[src/rtl/useq_pkg.sv]
// Shared types and constants for the useq microcode step sequencer.
// The optional single-step release is built when USEQ_SSTEP_EN is defined.
package useq_pkg;

    localparam int IS_W             = 3;
    localparam int STEP_MAX_DEFAULT = 7;

    localparam logic [1:0] LEN_ILLEGAL = 2'd0;
    localparam logic [1:0] LEN_ONE     = 2'd1;
    localparam logic [1:0] LEN_THREE   = 2'd3;

`ifdef USEQ_SSTEP_EN
    typedef enum logic [2:0] {
        ST_IDLE,
        ST_FI,
        ST_DEC,
        ST_FD1,
        ST_FD2,
        ST_EX,
        ST_HALT,
        ST_WAIT
    } useq_state_t;
`else
    typedef enum logic [2:0] {
        ST_IDLE,
        ST_FI,
        ST_DEC,
        ST_FD1,
        ST_FD2,
        ST_EX,
        ST_HALT
    } useq_state_t;
`endif

    // True in the three states that hold a memory read request open.
    function automatic logic is_fetch(input useq_state_t s);
        return (s == ST_FI) || (s == ST_FD1) || (s == ST_FD2);
    endfunction

endpackage

[src/rtl/useq_if.sv]
// Handshake bundle between useq, instruction memory, decoder and PC.
// ss_go exists only when USEQ_SSTEP_EN is defined.
interface useq_if;
    import useq_pkg::*;

    logic            run;
    logic            mem_rdy;
    logic [1:0]      len;
    logic            uend;
    logic            trap;
    logic            stall;
`ifdef USEQ_SSTEP_EN
    logic            ss_go;
`endif
    logic [IS_W-1:0] is;
    logic            fetch_re;
    logic            ir_we;
    logic            d1_we;
    logic            d2_we;
    logic            pc_ini;
    logic            halted;
    logic            fault;

    // master: the surrounding machine; slave: the sequencer itself.
    modport master (
        output run, mem_rdy, len, uend, trap, stall,
`ifdef USEQ_SSTEP_EN
        output ss_go,
`endif
        input  is, fetch_re, ir_we, d1_we, d2_we, pc_ini, halted, fault
    );

    modport slave (
        input  run, mem_rdy, len, uend, trap, stall,
`ifdef USEQ_SSTEP_EN
        input  ss_go,
`endif
        output is, fetch_re, ir_we, d1_we, d2_we, pc_ini, halted, fault
    );

endinterface

[src/rtl/useq_edge.sv]
// Registered rising-edge detector: o_rise pulses for one cycle, one cycle
// after i_lvl goes from 0 to 1. Reset clears the level history.
module useq_edge (
    input  logic clk,
    input  logic rst_n,
    input  logic i_lvl,
    output logic o_rise
);

    logic r_prev;
    logic r_rise;

    // NOTE: sequential state uses <= so every flop samples pre-edge values.
    always_ff @(posedge clk or negedge rst_n) begin
        if (!rst_n) begin
            r_prev <= 1'b0;
            r_rise <= 1'b0;
        end else begin
            r_prev <= i_lvl;
            r_rise <= i_lvl & ~r_prev;
        end
    end

    assign o_rise = r_rise;

endmodule

[src/rtl/useq.sv]
// useq: microcode step sequencer driving opcode/operand fetch, EX steps and HALT.
// Define USEQ_SSTEP_EN to add the ss_go single-step release and WAIT state.
module useq
    import useq_pkg::*;
#(
    parameter int STEP_MAX = STEP_MAX_DEFAULT
) (
    input  logic  clk,
    input  logic  rst,
    useq_if.slave bus
);

    localparam logic [IS_W-1:0] STEP_LAST = IS_W'(STEP_MAX);

    useq_state_t     r_state;
    logic [IS_W-1:0] r_is;
    logic [1:0]      r_len;
    logic            r_halted;
    logic            r_fault;

    useq_state_t     w_after_uend;

`ifdef USEQ_SSTEP_EN
    logic w_ss_rise;

    useq_edge u_edge (
        .clk    (clk),
        .rst_n  (rst),
        .i_lvl  (bus.ss_go),
        .o_rise (w_ss_rise)
    );

    assign w_after_uend = ST_WAIT;
`else
    assign w_after_uend = bus.run ? ST_FI : ST_IDLE;
`endif

    always_ff @(posedge clk or negedge rst) begin
        if (!rst) begin
            r_state  <= ST_IDLE;
            r_is     <= '0;
            r_len    <= LEN_ILLEGAL;
            r_halted <= 1'b0;
            r_fault  <= 1'b0;
        end else begin
            case (r_state)
                ST_IDLE: begin
                    r_is <= '0;
                    if (bus.run)
                        r_state <= ST_FI;
                end

                ST_FI: begin
                    if (bus.mem_rdy)
                        r_state <= ST_DEC;
                end

                // len is only guaranteed valid here, so keep it for FD1.
                ST_DEC: begin
                    r_len <= bus.len;
                    if (bus.len == LEN_ILLEGAL) begin
                        r_state  <= ST_HALT;
                        r_halted <= 1'b1;
                        r_fault  <= 1'b1;
                    end else if (bus.len == LEN_ONE) begin
                        r_state <= ST_EX;
                    end else begin
                        r_state <= ST_FD1;
                    end
                end

                ST_FD1: begin
                    if (bus.mem_rdy)
                        r_state <= (r_len == LEN_THREE) ? ST_FD2 : ST_EX;
                end

                ST_FD2: begin
                    if (bus.mem_rdy)
                        r_state <= ST_EX;
                end

                ST_EX: begin
                    if (!bus.stall) begin
                        if (bus.trap) begin
                            r_state  <= ST_HALT;
                            r_halted <= 1'b1;
                        end else if (bus.uend) begin
                            r_is    <= '0;
                            r_state <= w_after_uend;
                        end else if (r_is == STEP_LAST) begin
                            r_state  <= ST_HALT;
                            r_halted <= 1'b1;
                            r_fault  <= 1'b1;
                        end else begin
                            r_is <= r_is + 1'b1;
                        end
                    end
                end

`ifdef USEQ_SSTEP_EN
                ST_WAIT: begin
                    if (w_ss_rise && bus.run)
                        r_state <= ST_FI;
                end
`endif

                ST_HALT: begin
                    r_state <= ST_HALT;
                end

                default: begin
                    r_state <= ST_IDLE;
                    r_is    <= '0;
                end
            endcase
        end
    end

    // Strobes complete in the handshake cycle, so they are decoded from state and mem_rdy.
    assign bus.fetch_re = is_fetch(r_state);
    assign bus.ir_we    = (r_state == ST_FI)  && bus.mem_rdy;
    assign bus.d1_we    = (r_state == ST_FD1) && bus.mem_rdy;
    assign bus.d2_we    = (r_state == ST_FD2) && bus.mem_rdy;
    assign bus.pc_ini   = is_fetch(r_state) && bus.mem_rdy;

    assign bus.is       = r_is;
    assign bus.halted   = r_halted;
    assign bus.fault    = r_fault;

endmodule

[src/flat_wrapper.sv]
// flat-port wrapper written by rule: the top's interface ports become plain ports
module useq_flat import useq_pkg::*;
#(
    parameter int STEP_MAX = STEP_MAX_DEFAULT
)
  (clk, rst, bus_run, bus_mem_rdy, bus_len, bus_uend, bus_trap, bus_stall, bus_is, bus_fetch_re, bus_ir_we, bus_d1_we, bus_d2_we, bus_pc_ini, bus_halted, bus_fault);
  useq_if bus_i ();
  input  logic clk;
  input  logic rst;
  input wire logic [$bits(bus_i.run)-1:0] bus_run;
  input wire logic [$bits(bus_i.mem_rdy)-1:0] bus_mem_rdy;
  input wire logic [$bits(bus_i.len)-1:0] bus_len;
  input wire logic [$bits(bus_i.uend)-1:0] bus_uend;
  input wire logic [$bits(bus_i.trap)-1:0] bus_trap;
  input wire logic [$bits(bus_i.stall)-1:0] bus_stall;
  output wire logic [$bits(bus_i.is)-1:0] bus_is;
  output wire logic [$bits(bus_i.fetch_re)-1:0] bus_fetch_re;
  output wire logic [$bits(bus_i.ir_we)-1:0] bus_ir_we;
  output wire logic [$bits(bus_i.d1_we)-1:0] bus_d1_we;
  output wire logic [$bits(bus_i.d2_we)-1:0] bus_d2_we;
  output wire logic [$bits(bus_i.pc_ini)-1:0] bus_pc_ini;
  output wire logic [$bits(bus_i.halted)-1:0] bus_halted;
  output wire logic [$bits(bus_i.fault)-1:0] bus_fault;
  assign bus_i.run = bus_run;
  assign bus_i.mem_rdy = bus_mem_rdy;
  assign bus_i.len = bus_len;
  assign bus_i.uend = bus_uend;
  assign bus_i.trap = bus_trap;
  assign bus_i.stall = bus_stall;
  assign bus_is = bus_i.is;
  assign bus_fetch_re = bus_i.fetch_re;
  assign bus_ir_we = bus_i.ir_we;
  assign bus_d1_we = bus_i.d1_we;
  assign bus_d2_we = bus_i.d2_we;
  assign bus_pc_ini = bus_i.pc_ini;
  assign bus_halted = bus_i.halted;
  assign bus_fault = bus_i.fault;
  useq #(.STEP_MAX(STEP_MAX)) u_core (.clk(clk), .rst(rst), .bus(bus_i));
endmodule
[config.mk]
export PLATFORM = sky130hd
export DESIGN_NAME = useq_flat
export DESIGN_NICKNAME = d
export VERILOG_FILES = /design/src/rtl/useq_pkg.sv /design/src/rtl/useq_if.sv /design/src/rtl/useq_edge.sv /design/src/rtl/useq.sv /design/src/flat_wrapper.sv
export SDC_FILE = /design/constraint.sdc
export NUM_CORES = 1
export LEC_CHECK = 0
export BUFFER_PORTS_ARGS = -buffer_cell sky130_fd_sc_hd__buf_4
export CAP_MARGIN = 30
export CORE_UTILIZATION = 54
export CTS_CLUSTER_DIAMETER = 30
export CTS_CLUSTER_SIZE = 12
export DETAILED_ROUTE_END_ITERATION = 16
export GPL_ROUTABILITY_DRIVEN = 0
export PLACE_DENSITY = 0.77
export SYNTH_ARGS = -nofsm -noshare
export SYNTH_HDL_FRONTEND = slang
export SYNTH_SLANG_ARGS = --single-unit
[constraint.sdc]
create_clock -name clk -period 3.9 [get_ports clk]
set_input_delay 0.585 -clock clk [delete_from_list [all_inputs] [get_ports clk]]
set_output_delay 0.585 -clock clk [all_outputs]
set_load 0.02 [all_outputs]
==> impl_metrics.csv <==
group,metric,value,unit
synthesis,syn_area,736,sq um
timing,rsz0062_at_grt,"no",
critical_path,reg2reg_to,"u_core.bus.is[0]$_DFFE_PN0P_",
clocking,post_cts_buffers,0,
synthesis,ys.flop_type,"dfrtp_1",
route,dr.pass1.iters,4,
global_route,antenna_found_initial,0,
power,power_leakage,0.396,nW
clocking,cts.reportedPaths.clkPinSlew,0.07,ns
critical_path,crit_start,"u_core.r_state[0]$_DFFE_PN0P_",
clocking,cts_buffers,3,
critical_path,arrival,1.67,ns
timing,finalSetupViolCount,0,
die,core.rowCount,12,
synthesis,synth_seq_cells,10,
critical_path,start_kind,"flip-flop",
synthesis,ys_warn_count,0,
global_route,grt_use_total,24.9,%
timing,slew_violations,0,
timing,finalCriticalPeriod,2.26,ns
critical_path,critPathRequiredTime,3.31,ns
critical_path,r2r_setup_slack,2.03,ns
global_route,grt_overflow_total,0,
route,drt-initial-drc-count,14,
synthesis,synth-edff-count,0,
hold_path,hp-class,"in2async",
finish,layout_common_cells,"buf_4, dfrtp_1, nor2_1",
clocking,cts_tree,"built",
global_route,grt_start_max_net_pins,18,
finish,regArea,250,sq um
timing,final_hold_viol_count,0,
synthesis,seq_area_frac_synth,34.0,%
finish,fin_nets,104,
clocking,cts_resized,0,
flow_run,maxCapViolations,0,
finish,antennaDiodeCount,0,
synthesis,synthCells,74,
power,p_per_area,718,mW/mm^2
finish,layout-drive-gt1-share,39.1,%
timing,fmax,443,MHz
critical_path,reg2reg_depth,6,
finish,mostFrequentLayoutCell,"buf_4",
route,drc,0,
clocking,clockBufferDepth,2,
power,totalPowerFinal,635,uW
clocking,clock_latency,0.27,ns
die,fp.dieW,38.9,um
finish,area_growth,20.1,%
power,vdd_drop_max,0.000326,V
route,totalWireLength,1670,um
die,start_util,62.0,%
die,ios,19,
finish,multi_input_area,429,sq um
die,core,0.00119,sq mm
synthesis,async_reset_ff_share,100,%
clocking,ctsHoldBuffers,0,
critical_path,end_kind,"primary output",
clocking,cts_sinks,10,
outcome,status,"finished clean",
critical_path,path_max_fanout,15,
route,vias,631,
timing,fin_skew,0.000982,ns
finish,fill_cells,90,
synthesis,ys_types,37,
synthesis,syn_avg_cell_area,9.94,sq um
critical_path,r2r-start,"u_core.bus.is[0]$_DFFE_PN0P_",
place,portBuffers,18,
die,die_h,38.9,um
timing,max-slew-margin-rel,63.7,%
timing,fin_tns_setup,0,ns
critical_path,critical_path_class,"reg2out",
global_route,grt_pass1_vias,558,
route,viasPerCell,5.95,
clocking,htree_num_levels,1,
timing,worst_pin_slew,0.545,ns
route,drtAntennaViolNets,0,
place,dp_hpwl,1240,um
timing,period_share,57.8,%
synthesis,synth.net_count,85,
clocking,cts_root_buffer,"clkbuf_4",
global_route,grt_pass1_wl,2480,um
route,routedWlPerCell,15.7,um
die,dieArea,0.00151,sq mm
-- registers in the layout, indices dropped and copies added, names as in the netlist --
| signal | count |
|---|---|
| u_core.bus.halted | 1 |
| u_core.bus.is | 3 |
| u_core.bus.fault | 1 |
| u_core.r_state | 3 |
| u_core.r_len | 2 |
-- how the worst max path moves through the flow --
stage	to	cells after the start
after global routing	bus_pc_ini	4
after detailed placement	bus_pc_ini	3
final	bus_pc_ini	4
after global placement	bus_pc_ini	3
after floorplan	u_core.bus.is[0]$_DFFE_PN0P_	6
after CTS	bus_pc_ini	3
-- report_power, final --
part	internal, mW	switching [mW]
combinational	0.167	0.158
sequential	0.139	0.0720
clock	0.0568	0.0417
-- cell families (layout without fill, tap and decap cells) --
group	count (synthesis)	in the layout	share of synthesized area (%)
AND/OR/NAND/NOR	32	32	27.6
AO/OA/AOI/OAI	15	15	16.7
flip-flops	10	10	34.0
buffers and inverters	8	26	7.65
multiplexers	7	7	10.7
adder cells (fa/ha/maj)	2	2	3.40
-- routing by layer --
metal | global-route usage, % | part of all wire [%] | vias to the layer above
met1 | 33.0 | 45 | 303
met4 | 10.3 | 0.48 | 0
met3 | 6.94 | 5.5 | 2
met2 | 37.5 | 49 | 20
li1 | - | - | 306
met5 | 0 | 0 | -
-- layout make-up --
class	instances	area share, %
multi-input combinational	56	48.6
sequential	10	28.3
timing repair buffer	18	15.3
clock buffer	4	4.11
tap	14	1.98
inverter	4	1.70
-- synth_stat cells, types with 2 or more instances --
cell type,n,area share [%]
dfrtp_1,10,34
nand2b_1,2,1.7
nor2_1,6,3.1
and3_1,2,1.7
nand2_1,3,1.5
mux2_2,4,6.1
buf_6,3,4.6
ha_1,2,3.4
nor3b_1,3,3.1
mux2i_1,2,2.7
nor2b_1,3,2.6
inv_1,4,2.0
o211ai_1,3,3.1
nor3_1,4,2.7
-- worst max-delay path: stages (launching register included) --
cell,delay [ns]
dfrtp_1,0.63
nor2_1,0.16
mux2_2,0.30
and2_1,0.15
buf_4,0.15
-- stage by stage --
step           hold WS [ns]  worst slack (ns)  cell area, sq um  instances  utilization [%]
5_1_grt               0.126              1.55               883        106             74.5
3_3_place_gp          0.419              1.98               847        102             71.4
3_5_place_dp          0.420              1.94               847        102             71.4
6_report              0.123              1.64               883        106             74.5
4_1_cts               0.125              1.64               883        106             74.5
2_1_floorplan         0.289              2.11               736         74                -
Note: power is estimated with default switching activity, not from simulation.
